===== src/rtl/game_pkg.sv =====
// rtl/game_pkg.sv - shared game state encodings, sprite geometry and hit defaults
package game_pkg;

  typedef enum logic [2:0] {
    GS_MENU  = 3'd0,
    GS_GAME  = 3'd1,
    GS_P1WIN = 3'd2,
    GS_P2WIN = 3'd3,
    GS_TIE   = 3'd4,
    GS_PIONT = 3'd5
  } game_state_e;

  typedef enum logic [1:0] {
    HR_IDLE   = 2'd0,
    HR_ALIVE  = 2'd1,
    HR_INVULN = 2'd2,
    HR_KO     = 2'd3
  } hr_state_e;

  // Sprite geometry in pixels; positions on the ports are in units of 10 px.
  localparam int ARMS_SIDE = 20;
  localparam int CH_WIDE   = 30;
  localparam int CH_HEIGHT = 50;

  localparam int HP_MAX_DEF       = 100;
  localparam int DAMAGE_DEF       = 10;
  localparam int INVULN_TICKS_DEF = 16;
  localparam int KNOCK_TICKS      = 4;

  localparam int POS_W = 7;
  localparam int PIX_W = 12;

  function automatic logic [PIX_W-1:0] to_px(input logic [POS_W-1:0] pos);
    return PIX_W'(pos) * PIX_W'(10);
  endfunction

endpackage


===== src/rtl/hit_responder_if.sv =====
// rtl/hit_responder_if.sv - attacker projectile to defender hit handshake
interface hit_responder_if;
  import game_pkg::*;

  logic             arm_active;
  logic [POS_W-1:0] arm_x;
  logic [POS_W-1:0] arm_y;
  logic             hit_ack;

  modport master (output arm_active, arm_x, arm_y, input hit_ack);
  modport slave  (input arm_active, arm_x, arm_y, output hit_ack);

endinterface


===== src/rtl/hit_box_cmp.sv =====
// rtl/hit_box_cmp.sv - combinational projectile vs. defender hit-box overlap test
module hit_box_cmp
  import game_pkg::*;
(
  input  logic [POS_W-1:0] arm_x_i,
  input  logic [POS_W-1:0] arm_y_i,
  input  logic [POS_W-1:0] loc_x_i,
  input  logic [POS_W-1:0] loc_y_i,
  output logic             hit_o
);

  logic [PIX_W-1:0] ax, ay, lx, ly;
  logic             x_ok, y_ok;

  always_comb begin
    ax = to_px(arm_x_i);
    ay = to_px(arm_y_i);
    lx = to_px(loc_x_i);
    ly = to_px(loc_y_i);
    // The lower-bound offset is added on the arm side so loc-20 is never formed.
    y_ok  = (ay + PIX_W'(ARMS_SIDE) >= ly) && (ay <= ly + PIX_W'(CH_HEIGHT - ARMS_SIDE));
    x_ok  = (ax + PIX_W'(ARMS_SIDE) >= lx) && (ax <= lx + PIX_W'(CH_WIDE - 1));
    hit_o = x_ok && y_ok;
  end

endmodule


===== src/rtl/hit_responder.sv =====
// rtl/hit_responder.sv - defender HP / invulnerability / KO tracker
// Define HIT_KNOCKBACK_EN to drive knock for KNOCK_TICKS ticks after a non-fatal hit.
module hit_responder
  import game_pkg::*;
#(
  parameter int DAMAGE       = DAMAGE_DEF,
  parameter int INVULN_TICKS = INVULN_TICKS_DEF,
  parameter int HP_MAX       = HP_MAX_DEF
) (
  input  logic              clk,
  input  logic              rst,
  input  logic              tick,
  input  logic [2:0]        state,
  hit_responder_if.slave    arm,
  input  logic [POS_W-1:0]  loc_x,
  input  logic [POS_W-1:0]  loc_y,
  output logic [7:0]        hp,
  output logic              flash,
  output logic              ko,
  output logic              knock
);

  localparam logic [7:0] HP_MAX_V = 8'(HP_MAX);
  localparam logic [7:0] DAMAGE_V = 8'(DAMAGE);
  localparam logic [7:0] INVULN_V = 8'(INVULN_TICKS);

  hr_state_e  fsm_q, fsm_d;
  logic [7:0] hp_q, hp_d;
  logic [7:0] cnt_q, cnt_d;
  logic       ack_q, ack_d;

  logic       collide;
  logic       in_game;
  logic       hit_accept;
  logic [7:0] hp_after;

  hit_box_cmp u_hit_box (
    .arm_x_i (arm.arm_x),
    .arm_y_i (arm.arm_y),
    .loc_x_i (loc_x),
    .loc_y_i (loc_y),
    .hit_o   (collide)
  );

  always_comb begin
    in_game    = (state == GS_GAME);
    hit_accept = tick && in_game && (fsm_q == HR_ALIVE) && arm.arm_active && collide;
    hp_after   = (hp_q > DAMAGE_V) ? (hp_q - DAMAGE_V) : 8'd0;
  end

  always_comb begin
    fsm_d = fsm_q;
    hp_d  = hp_q;
    cnt_d = cnt_q;
    ack_d = 1'b0;
    if (tick) begin
      if (!in_game) begin
        fsm_d = HR_IDLE;
        hp_d  = HP_MAX_V;
        cnt_d = 8'd0;
      end else begin
        case (fsm_q)
          HR_IDLE: fsm_d = HR_ALIVE;
          HR_ALIVE: begin
            if (hit_accept) begin
              hp_d  = hp_after;
              ack_d = 1'b1;
              if (hp_after == 8'd0) begin
                fsm_d = HR_KO;
                cnt_d = 8'd0;
              end else begin
                fsm_d = HR_INVULN;
                cnt_d = INVULN_V;
              end
            end
          end
          HR_INVULN: begin
            // Projectile passes through; leave on the tick the count reaches zero.
            if (cnt_q <= 8'd1) begin
              cnt_d = 8'd0;
              fsm_d = HR_ALIVE;
            end else begin
              cnt_d = cnt_q - 8'd1;
            end
          end
          HR_KO: fsm_d = HR_KO;
        endcase
      end
    end
  end

  always_ff @(posedge clk or posedge rst) begin
    if (rst) begin
      fsm_q <= HR_IDLE;
      hp_q  <= HP_MAX_V;
      cnt_q <= 8'd0;
      ack_q <= 1'b0;
    end else begin
      fsm_q <= fsm_d;
      hp_q  <= hp_d;
      cnt_q <= cnt_d;
      ack_q <= ack_d;
    end
  end

  assign hp          = hp_q;
  assign arm.hit_ack = ack_q;
  assign flash       = (fsm_q == HR_INVULN) && cnt_q[1];
  assign ko          = (fsm_q == HR_KO);

`ifdef HIT_KNOCKBACK_EN
  logic [2:0] knock_q, knock_d;

  always_comb begin
    knock_d = knock_q;
    if (tick) begin
      if (!in_game) begin
        knock_d = 3'd0;
      end else if (hit_accept && (hp_after != 8'd0)) begin
        knock_d = 3'(KNOCK_TICKS);
      end else if (knock_q != 3'd0) begin
        knock_d = knock_q - 3'd1;
      end
    end
  end

  always_ff @(posedge clk or posedge rst) begin
    if (rst) begin
      knock_q <= 3'd0;
    end else begin
      knock_q <= knock_d;
    end
  end

  assign knock = (knock_q != 3'd0);
`else
  assign knock = 1'b0;
`endif

endmodule


===== src/flat_wrapper.sv =====
// flat-port wrapper written by rule: the top's interface ports become plain ports
module hit_responder_flat import game_pkg::*;
#(
  parameter int DAMAGE       = DAMAGE_DEF,
  parameter int INVULN_TICKS = INVULN_TICKS_DEF,
  parameter int HP_MAX       = HP_MAX_DEF
)
  (clk, rst, tick, state, loc_x, loc_y, hp, flash, ko, knock, arm_arm_active, arm_arm_x, arm_arm_y, arm_hit_ack);
  hit_responder_if arm_i ();
  input  logic clk;
  input  logic rst;
  input  logic tick;
  input  logic [2:0] state;
  input  logic [POS_W-1:0] loc_x;
  input  logic [POS_W-1:0] loc_y;
  output logic [7:0] hp;
  output logic flash;
  output logic ko;
  output logic knock;
  input wire logic [$bits(arm_i.arm_active)-1:0] arm_arm_active;
  input wire logic [$bits(arm_i.arm_x)-1:0] arm_arm_x;
  input wire logic [$bits(arm_i.arm_y)-1:0] arm_arm_y;
  output wire logic [$bits(arm_i.hit_ack)-1:0] arm_hit_ack;
  assign arm_i.arm_active = arm_arm_active;
  assign arm_i.arm_x = arm_arm_x;
  assign arm_i.arm_y = arm_arm_y;
  assign arm_hit_ack = arm_i.hit_ack;
  hit_responder #(.DAMAGE(DAMAGE), .INVULN_TICKS(INVULN_TICKS), .HP_MAX(HP_MAX)) u_core (.clk(clk), .rst(rst), .tick(tick), .state(state), .arm(arm_i), .loc_x(loc_x), .loc_y(loc_y), .hp(hp), .flash(flash), .ko(ko), .knock(knock));
endmodule

===== config.mk =====
export PLATFORM = sky130hd
export DESIGN_NAME = hit_responder_flat
export DESIGN_NICKNAME = d
export VERILOG_FILES = /design/src/rtl/game_pkg.sv /design/src/rtl/hit_responder_if.sv /design/src/rtl/hit_box_cmp.sv /design/src/rtl/hit_responder.sv /design/src/flat_wrapper.sv
export SDC_FILE = /design/constraint.sdc
export NUM_CORES = 1
export LEC_CHECK = 0
export ABC_AREA = 1
export CORE_MARGIN = 2
export CORE_UTILIZATION = 55
export CTS_CLUSTER_SIZE = 14
export DETAILED_ROUTE_END_ITERATION = 8
export PLACE_DENSITY = 0.79
export SYNTH_ARGS = -nofsm -noshare
export SYNTH_HDL_FRONTEND = slang
export SYNTH_HIERARCHICAL = 1
export SYNTH_SLANG_ARGS = --single-unit

===== constraint.sdc =====
create_clock -name clk -period 2.1 [get_ports clk]
set_input_delay 0.315 -clock clk [delete_from_list [all_inputs] [get_ports clk]]
set_output_delay 0.315 -clock clk [all_outputs]
set_load 0.02 [all_outputs]

# [Word-level counts from Yosys, hierarchy flattened]
# Index checks and enable logic that the tools add are counted.
[word_totals] ff_bits=19 latchBits=0 ramBits=0 rom_bits=0 out_inout_bits=12 wordCells=60 mem_count=0
[classes] n_addsub=6 n_mul=4 div_mod_pow=0 n_lt_le_gt_ge=6 eq_ne=9 n_shift=0 mux=18 n_bitwise=0 n_reduce_logical=13
[ops] op="8-bit 2-to-1 mux" count=7
[ops] op="11-bit by 5-bit adder with 12-bit output, second input constant" count=4
[ops] op="7-bit by 3-bit multiplier with 10-bit output, second input constant" count=4
[ops] op="12-bit by 11-bit >= comparator with 1-bit output" count=2
[ops] op="11-bit by 12-bit less-or-equal comparator with 1-bit output" count=2
[ops] op="8-bit one-hot mux with 2 select lines" count=1
[ops] op="3-bit != test, second input constant" count=3
[ops] op="3-bit AND reduction" count=3
[ops] op="8-bit by 4-bit > comparator with 1-bit output, second input constant" count=1
[ops] op="8-bit by 1-bit less-or-equal comparator with 1-bit output, second input constant" count=1
[ops] op="1-bit logical AND" count=8
[ops] op="8-bit logical NOT" count=1
[ops] op="2-bit one-hot mux with 4 select lines" count=1
[ops] op="8-bit by 1-bit subtractor with 8-bit output, second input constant" count=1
[ops] op="8-bit by 4-bit subtractor with 8-bit output, second input constant" count=1
[ops] op="2-bit 2-to-1 mux" count=3
[ops] op="1-bit 2-to-1 mux" count=5
[ops] op="5-bit 2-to-1 mux" count=1
[ops] op="2-bit equality test, second input constant" count=2
[ops] op="2-bit != test, second input constant" count=2
[ops] op="3-bit by 1-bit equality test with 1-bit output, second input constant" count=1
[ops] op="2-bit by 1-bit equality test with 1-bit output, second input constant" count=1
[ops] op="2-bit logical NOT" count=1

# [Depth between registers and ports, before layout]
# Gate-level depths: netlist of run 1.
[logic_depth] depth_word=10 depth_mapped=28 mapped_depth_nobuf=28

# [Hierarchy]
# Netlist of run 1, hierarchy kept.
[modules_own_cells] mod="hit_box_cmp" n_inst=1 cells_per_inst=460 area_per_inst_um2=2825.2 seq_area_each_um2=0.0
[modules_own_cells] mod="hit_responder" n_inst=1 cells_per_inst=177 area_per_inst_um2=1218.7 seq_area_each_um2=479.2

# [Worst setup path before layout of run 1]
# Ideal clock, no wire load.
[synth_timing] path_kind="input to register" startpoint="input port loc_x[1]" endpoint="register u_core.hp_q[6], in the netlist u_core/hp[6]" arrival_time_ns=3.435 required_time_ns=2.032 setup_slack_ns=-1.403 stages=21 path_cell_list="ha_1 > ha_1 > fa_1 > xnor2_1 > or2_4 > nor2_4 > nand2_1 > nand2_1 > nand2_1 > ha_1 > and3_1 > nand2_1 > nand2_1 > nor2_1 > nand2_1 > nor2_1 > nand3_1 > nand3b_1 > a21oi_2 > nor2_1 > a21oi_2"
[synth_between] elab_chain_cells=8 elab_cells_between_ends=9 cone_classes="add/sub (1); mul (1); order compare (2); eq/ne (1); reduce/logical (4)"
[synth_rtl] item="start, declared" line_no="flat_wrapper.sv:14" source="input logic [POS_W-1:0] loc_x;"
[synth_rtl] item="7-bit by 3-bit multiplier with 10-bit output *" line_no="game_pkg.sv:34" source="return PIX_W'(pos) * PIX_W'(10);"
[synth_rtl] item="11-bit by 5-bit adder with 12-bit output" line_no="hit_box_cmp.sv:22" source="x_ok = (ax + PIX_W'(ARMS_SIDE) >= lx) && (ax <= lx + PIX_W'(CH_WIDE - 1));"
[synth_rtl] item="11-bit by 12-bit less-or-equal comparator with 1-bit output" line_no="hit_box_cmp.sv:22"
[synth_rtl] item="1-bit logical AND *" line_no="hit_box_cmp.sv:22"
[synth_rtl] item="1-bit logical AND *" line_no="hit_box_cmp.sv:23" source="hit_o = x_ok && y_ok;"
[synth_rtl] item="named net u_core.collide" line_no="hit_responder.sv:32" source="logic collide;"
[synth_rtl] item="1-bit logical AND *" line_no="hit_responder.sv:47" source="hit_accept = tick && in_game && (fsm_q == HR_ALIVE) && arm.arm_active && collide;"
[synth_rtl] item="2-bit != test (no source line) *"
[synth_rtl] item="3-bit AND reduction (no source line) *"
[synth_rtl] item="end signal, assigned" line_no="hit_responder.sv:100" source="hp_q <= hp_d;"
[synth_rtl] item="end, declared" line_no="hit_responder.sv:28" source="logic [7:0] hp_q, hp_d;"
# The timed path passes the listed nets; every way through them passes the cells marked *.
# A chain may end at the register's enable or synchronous reset.

# [Worst setup path after layout of run 1]
[layout_timing] startpoint="input port loc_x[3]" endpoint="register u_core.cnt_q[3]"
[layout_between] elab_chain_cells=8 elab_cells_between_ends=9 cone_classes="add/sub (1); mul (1); order compare (2); eq/ne (1); reduce/logical (4)"
[layout_rtl] item="7-bit by 3-bit multiplier with 10-bit output *" line_no="game_pkg.sv:34"
[layout_rtl] item="11-bit by 5-bit adder with 12-bit output" line_no="hit_box_cmp.sv:22"
[layout_rtl] item="11-bit by 12-bit less-or-equal comparator with 1-bit output" line_no="hit_box_cmp.sv:22"
[layout_rtl] item="1-bit logical AND *" line_no="hit_box_cmp.sv:22"
[layout_rtl] item="1-bit logical AND *" line_no="hit_box_cmp.sv:23"
[layout_rtl] item="named net u_core.collide" line_no="hit_responder.sv:32"
[layout_rtl] item="1-bit logical AND *" line_no="hit_responder.sv:47"
[layout_rtl] item="3-bit != test (no source line) *"
[layout_rtl] item="3-bit AND reduction (no source line) *"
[layout_rtl] item="end signal, assigned" line_no="hit_responder.sv:101" source="cnt_q <= cnt_d;"
[layout_rtl] item="end, declared" line_no="hit_responder.sv:29" source="logic [7:0] cnt_q, cnt_d;"
# Marked as above.

==> results.py, run 1 <==
metrics = {
    "logic_synthesis": {
        "yosys-top-cells-area": "ha_1, nand2_1, dfrtp_1",
        "synth.most_common_cell": "nand2_1",
        "synthAdderAreaFrac_pct": 28.9,
        "synth_seq_area_share_pct": 11.9,
        "synth_xor_area_share_pct": 4.73,
        "ys_types": 36,
        "synth-compound-area-share_pct": 6.68,
        "synthTopCellsByCount": "nand2_1, inv_1, ha_1, nand3_1, nor2_1",
        "synth_seq_cells": 19,
        "yosysWarningCount": 6,
        "syn-cell-area_um2": 4040,
        "syn_area_per_cell_um2": 6.35,
        "synthSimpleGateAreaFrac_pct": 37.7,
        "synth_cells": 637,
        "synthArstFlopShare_pct": 100,
        "synth_top_family_by_area": "simple AND/OR/NAND/NOR gates",
        "synth_edf_count": 0,
        "synth_ff_type": "dfrtp_1",
        "synth_top_area_share_pct": 26.9,
        "syn_nets": 763,
        "yosysTopAreaCell": "ha_1",
        "muxShareOfSynthArea_pct": 0,
    },
    "clock_network": {
        "clk_latency_ns": 0.26,
        "cts_tree": "built",
        "htreeDepth": 1,
        "cts_buffer_depth": 2,
        "cts_sinks": 19,
        "clkTransAtPathRegs_ns": 0.08,
        "ctsHoldBuffers": 0,
        "cts_made_buffers": 3,
        "cts-root-buf": "clkbuf_8",
    },
    "critical_path": {
        "crit_start": "loc_x[3]",
        "endpoint_kind": "register",
        "path_max_fanout": 7,
        "reg2reg_setup_slack_ns": 0.10,
        "r2r_end": "u_core/fsm_q[1]$_DFFE_PP0P_",
        "critPathMaxStageDelay_ns": 0.60,
        "reg2reg_from": "u_core/cnt_q[0]$_DFFE_PP0P_",
        "slowest_stage": "fa_2",
        "crit_path_end": "u_core/cnt_q[3]$_DFFE_PP0P_",
        "cp.required_ns": 2.25,
        "critical_path_class": "primary input to register",
        "critPathArrivalTime_ns": 3.86,
        "rr_worst_depth": 10,
        "start_kind": "primary input",
    },
    "die": {
        "die_x_um": 89.7,
        "chipHeight_um": 89.7,
        "rows": 31,
        "ios": 47,
        "dieArea_um2": 8050,
        "start_util_pct": 56.4,
        "core_region_area_um2": 7180,
    },
    "timing": {
        "setup_viol": 19,
        "min_period_ns": 3.72,
        "maxSlewViolCount": 0,
        "hold-worst-slack_ns": 0.384,
        "finClkSkew_ns": 0.00199,
        "fmax_mhz": 269,
        "rsz0062_at_grt": "yes",
        "finalWorstSetupSlack_ns": -1.62,
        "hold_viol": 0,
        "fin_tns_setup_ns": -28.91,
        "fin_crit_sh_pct": 177,
    },
    "drt": {
        "drc": 0,
        "first_pass_iters": 5,
        "wl_per_cell_um": 14.4,
        "totalWireLength_um": 12600,
        "vias": 4807,
        "drt_iter0_drc": 227,
        "ant_nets": 0,
        "avgViaCountPerCell": 5.51,
    },
    "power": {
        "ir_drop_mv": 0.300,
        "power_density_nw_per_um2": 495,
        "leakage_nw": 3.17,
    },
    "run_status": {
        "violations": "setup timing",
        "outcome": "complete, but fails checks",
    },
    "cells_and_area": {
        "drive_above_1_share_pct": 30.7,
        "design_area_um2": 6090,
        "fill_cells": 418,
        "antenna_cells": 0,
        "synthToLayoutAreaGrowth_pct": 50.6,
        "nNetsFinal": 901,
    },
    "placement": {
        "numPortBuffers": 45,
        "dp_hpwl_um": 8220,
        "gp_congestion": 0.881,
        "dpl-instance-area_um2": 5340,
    },
    "global_routing": {
        "grt_start_max_net_pins": 20,
        "track_usage_pct": 28.0,
        "grt_pass1_wl_um": 19300,
        "overflow": 0,
        "grt_pass1_vias": 4646,
        "antenna_found_initial": 0,
    },
    "run": {
        "maxCapViolations": 0,
    },
    "min_path": {
        "hold_class": "primary input to asynchronous set/reset pin",
    },
}
==> power by group <==
part / leakage, nW / total [mW] / internal, mW / switching, mW
Combinational: 2.89 / 2.36 / 1.11 / 1.25
Clock: 0.0228 / 0.267 / 0.135 / 0.132
Sequential: 0.251 / 0.390 / 0.377 / 0.0134
Total: 3.17 / 3.02 / 1.62 / 1.40
==> cell families after synthesis <==
family | after synthesis
flip-flops | 19
other | 1
adder cells (fa/ha/maj) | 91
AO/OA/AOI/OAI | 50
XOR/XNOR | 21
AND/OR/NAND/NOR | 348
buffers and inverters | 107
==> registers in the layout (all words and copies together) (netlist names) <==
signal,cells
u_core/fsm_q,2
u_core/hp,8
u_core/cnt_q,8
u_core/arm.hit_ack,1
==> cell usage in the layout (no fill, tap or decap), drive strengths merged, types with 12 or more instances in the layout <==
| cell | n |
|---|---|
| a21oi | 30 |
| buf | 97 |
| clkdlybuf4s50 | 16 |
| dfrtp | 16 |
| ha | 87 |
| inv | 106 |
| nand2 | 209 |
| nand3 | 54 |
| nand4 | 12 |
| nor2 | 50 |
| o21ai | 15 |
| xnor2 | 14 |
==> per-layer routing <==
metal | vias to the layer above | global-route usage, % | share of wire [%]
li1 | 2340 | - | -
met3 | 48 | 2.68 | 4.8
met4 | 0 | 10.3 | 4.1
met5 | - | 0 | 0
met1 | 2230 | 30.8 | 38
met2 | 189 | 55.3 | 53
==> how the worst min path moves through the flow <==
| stage | startpoint | to | slack [ns] |
|---|---|---|---|
| floorplan | rst | u_core/arm.hit_ack$_DFF_PP0_ | 0.26 |
| global placement | u_core/fsm_q[0]$_DFFE_PP0P_ | u_core/fsm_q[1]$_DFFE_PP0P_ | 0.50 |
| detailed placement | u_core/cnt_q[7]$_DFFE_PP0P_ | u_core/cnt_q[7]$_DFFE_PP0P_ | 0.51 |
| CTS | rst | u_core/hp[1]$_DFFE_PP0P_ | 0.39 |
| global route | rst | u_core/hp[3]$_DFFE_PP0P_ | 0.42 |
| finish | rst | u_core/arm.hit_ack$_DFF_PP0_ | 0.38 |
==> critical path: cells and delay by family <==
kind                     cells  cell delay, ns
buffers and inverters        3            0.36
adder cells (fa/ha/maj)      4            1.34
AND/OR/NAND/NOR             16            1.64
AO/OA/AOI/OAI                2            0.16
==> cell type report <==
type,instances,area [µm²],share of cell area (%)
Sequential cell,19,479,7.87
Tap cell,99,124,2.03
Clock buffer,4,45.0,0.739
Inverter,106,403,6.61
Multi-Input combinational cell,511,3930,64.4
Timing Repair Buffer,134,1120,18.3
==> per-stage QoR <==
step / total power [mW] / utilization, % / instances / setup WS [ns]
floorplan: 1.69 / - / 637 / -1.25
global placement: 2.22 / 74.4 / 860 / -2.05
detailed placement: 2.31 / 74.4 / 860 / -2.18
CTS: 2.80 / 82.2 / 867 / -1.39
global route: 3.29 / 84.9 / 873 / -1.77
finish: 3.02 / 84.9 / 873 / -1.62
==> what timing repair did <==
action                     CTS  global route
setup buffers                3             6
pin swaps                   58            36
setup endpoints to repair   19            20
gates cloned                 0             0
resized for setup          149            45
(Power assumes the default switching activity.)
==> run 2: changes to the inputs <==
--- a/config.mk
+++ b/config.mk
@@ -6,6 +6,7 @@
 export NUM_CORES = 1
 export LEC_CHECK = 0
 export ABC_AREA = 1
+export CAP_MARGIN = 20
 export CORE_MARGIN = 2
 export CORE_UTILIZATION = 55
 export CTS_CLUSTER_SIZE = 14
==> results of run 2 <==
The final DEF is identical to that of run 1; final timing and power are the same.
==> run 3: changes to the inputs <==
--- a/config.mk
+++ b/config.mk
@@ -7,11 +7,15 @@
 export LEC_CHECK = 0
 export ABC_AREA = 1
 export CAP_MARGIN = 20
+export CELL_PAD_IN_SITES_DETAIL_PLACEMENT = 0
+export CELL_PAD_IN_SITES_GLOBAL_PLACEMENT = 1
+export CORE_ASPECT_RATIO = 0.9
 export CORE_MARGIN = 2
-export CORE_UTILIZATION = 55
+export CORE_UTILIZATION = 41
 export CTS_CLUSTER_SIZE = 14
 export DETAILED_ROUTE_END_ITERATION = 8
-export PLACE_DENSITY = 0.79
+export MAX_ROUTING_LAYER = met4
+export PLACE_DENSITY_LB_ADDON = 0.1
 export SYNTH_ARGS = -nofsm -noshare
 export SYNTH_HDL_FRONTEND = slang
 export SYNTH_HIERARCHICAL = 1
==> run 3 against run 2 <==
Against the previous run: utilization shrank 21 points; worst setup slack gained 0.33 ns; largest cell class unchanged; clock skew grew 0.0016 ns; routed wire length shrank 17%; the flow still finishes with violations (setup timing); via count shrank 9.3%; critical path depth shrank 4.
==> results.py, run 3 (synthesis gave the netlist of run 1 again) <==
metrics = {
    "run_status": {
        "outcome": "complete, but fails checks",
        "violations": "setup timing",
    },
    "min_path": {
        "hold_class": "primary input to asynchronous set/reset pin",
    },
    "power": {
        "netSwitchingFraction_pct": 44.7,
        "leakage_nw": 3.17,
        "combPwrFrac_pct": 77.9,
        "ir_drop_mv": 0.248,
        "p_clk_share_pct": 8.9,
        "power_switching_mw": 1.32,
        "seqPwrFrac_pct": 13.2,
        "power_density_nw_per_um2": 481,
        "power.internal_mw": 1.63,
    },
    "drt": {
        "first_pass_iters": 4,
        "ant_nets": 0,
        "vias": 4361,
        "avgViaCountPerCell": 4.79,
        "wl_per_cell_um": 11.5,
        "drt_iter0_drc": 177,
        "drc": 0,
        "totalWireLength_um": 10400,
    },
    "run": {
        "maxCapViolations": 0,
    },
    "critical_path": {
        "endpoint_kind": "register",
        "path_cells": "buf_8, ha_4, ha_4, fa_2, nand2_1, nor2_1, nand3_1, nor2_1, a21oi_1, ha_1, and3_4, nand2_2, a21oi_2, nor2_2, nand2_2, nor2_4, nand3_2, nand3b_1, a21oi_2, buf_4, o22ai_1",
        "critPathArrivalTime_ns": 3.52,
        "cp.required_ns": 2.24,
        "start_kind": "primary input",
        "crit_family": "simple AND/OR/NAND/NOR gates",
        "critical_path_class": "primary input to register",
        "slowest_stage": "fa_2",
        "path_max_fanout": 3,
        "critPathMaxStageDelay_ns": 0.55,
        "path_buf_inv": 2,
    },
    "clock_network": {
        "clk_latency_ns": 0.26,
        "cts-root-buf": "clkbuf_8",
        "htreeDepth": 1,
        "cts_buffer_depth": 2,
        "cts_tree": "built",
        "cts_sinks": 19,
        "cts_made_buffers": 3,
        "clkTransAtPathRegs_ns": 0.08,
    },
    "global_routing": {
        "antenna_found_initial": 0,
        "track_usage_pct": 20.7,
        "grt_pass1_wl_um": 18000,
        "grt_start_max_net_pins": 20,
        "overflow": 0,
        "grt_pass1_vias": 4290,
    },
    "cells_and_area": {
        "nNetsFinal": 912,
        "antenna_cells": 0,
        "synthToLayoutAreaGrowth_pct": 51.7,
        "mostFrequentLayoutCell": "nand2_1",
        "utilization_pct": 63.8,
        "drive_above_1_share_pct": 32.1,
        "final_cell_mix": "nand2_1, inv_1, buf_4, ha_1, nand3_1",
    },
    "die": {
        "start_util_pct": 42.1,
        "chipHeight_um": 98.2,
        "core_region_area_um2": 9610,
        "rows": 34,
        "die_x_um": 109,
        "ios": 47,
        "dieArea_um2": 10700,
    },
    "placement": {
        "numPortBuffers": 45,
        "dp_hpwl_um": 8290,
        "gp_congestion": 0.827,
        "place_ws_ns": -2.09,
    },
    "timing": {
        "setup_viol": 19,
        "min_period_ns": 3.38,
        "fin_crit_sh_pct": 161,
        "finalWorstSetupSlack_ns": -1.28,
        "hold-worst-slack_ns": 0.374,
        "fin_tns_setup_ns": -23.04,
        "maxSlewViolCount": 0,
        "hold_viol": 0,
        "fmax_mhz": 296,
        "rsz0062_at_grt": "yes",
        "finClkSkew_ns": 0.00363,
    },
}
-- run 3: cell types whose count changed in the layout (fill, tap and decap cells not counted), sizes merged --
cell           before  now
clkdlybuf4s50      16   17
dlymetal6s2s        3    2
buf                97  111
dlygate4sd2         7    6
clkbuf              8   12
clkdlybuf4s15       7    1
-- run 3: metrics by stage --
stage | std cells | power [mW] | instance area (µm²)
6_report | 911 | 2.95 | 6130
5_1_grt | 911 | 3.29 | 6130
4_1_cts | 909 | 2.80 | 5980
3_5_place_dp | 900 | 2.34 | 5470
3_3_place_gp | 900 | 2.29 | 5470
2_1_floorplan | 637 | 1.69 | 4170
-- run 3: final timing paths --
path                                              from                            to  slack [ns]  depth (start not counted)
max                                           loc_x[3]      u_core/hp[7]$_DFFE_PP0P_       -1.28                         21
min                                                rst  u_core/arm.hit_ack$_DFF_PP0_        0.37                          3
max reg2reg                   u_core/hp[2]$_DFFE_PP1P_   u_core/cnt_q[4]$_DFFE_PP0P_        0.34                         12
min reg2reg                u_core/fsm_q[0]$_DFFE_PP0P_   u_core/fsm_q[1]$_DFFE_PP0P_        0.53                          2
max in group asynchronous                          rst      u_core/hp[5]$_DFFE_PP1P_        1.46                          3
min in group clk           u_core/fsm_q[0]$_DFFE_PP0P_   u_core/fsm_q[1]$_DFFE_PP0P_        0.53                          2
-- run 3: metal layers --
metal	up-vias	track usage, %	routed length (µm)
li1	2347	-	-
met1	1963	24.7	4620
met2	41	38.2	5510
met3	10	2.20	199
met4	0	2.66	112
met5	-	-	0
-- run 3: final cells by class --
type / instances / area [µm²]
inverter: 106 / 398
tap: 126 / 158
timing repair buffer: 145 / 1160
multi-input combinational: 511 / 3890
clock buffer: 4 / 45.0
fill: 878 / 3480
sequential: 19 / 479
-- run 3: timing repair --
item	in CTS	in global routing
hold endpoints to repair	0	0
hold buffers	0	0
endpoints found under the setup margin	19	19
pin swaps	55	48
resized for setup	135	67
buffers inserted	6	2
-- run 3: power groups by stage --
stage / registers, mW / clock network [mW] / logic (mW)
after floorplan: 0.393 / 0 / 1.30
after global placement: 0.396 / 0 / 1.90
after detailed placement: 0.396 / 0 / 1.94
after CTS: 0.389 / 0.269 / 2.14
after global routing: 0.391 / 0.290 / 2.61
final: 0.389 / 0.264 / 2.30
-- run 3: worst reg2reg max path, cell delays in order, from the launching register on --
cell     delay (ns)
dfstp_2        0.56
inv_1          0.07
ha_1           0.19
inv_1          0.05
nand2_1        0.13
nand2_1        0.10
nand2_1        0.05
nand2_1        0.07
nand3_1        0.08
nand2_1        0.09
nand4_1        0.13
nand2_1        0.09
nand2_1        0.04
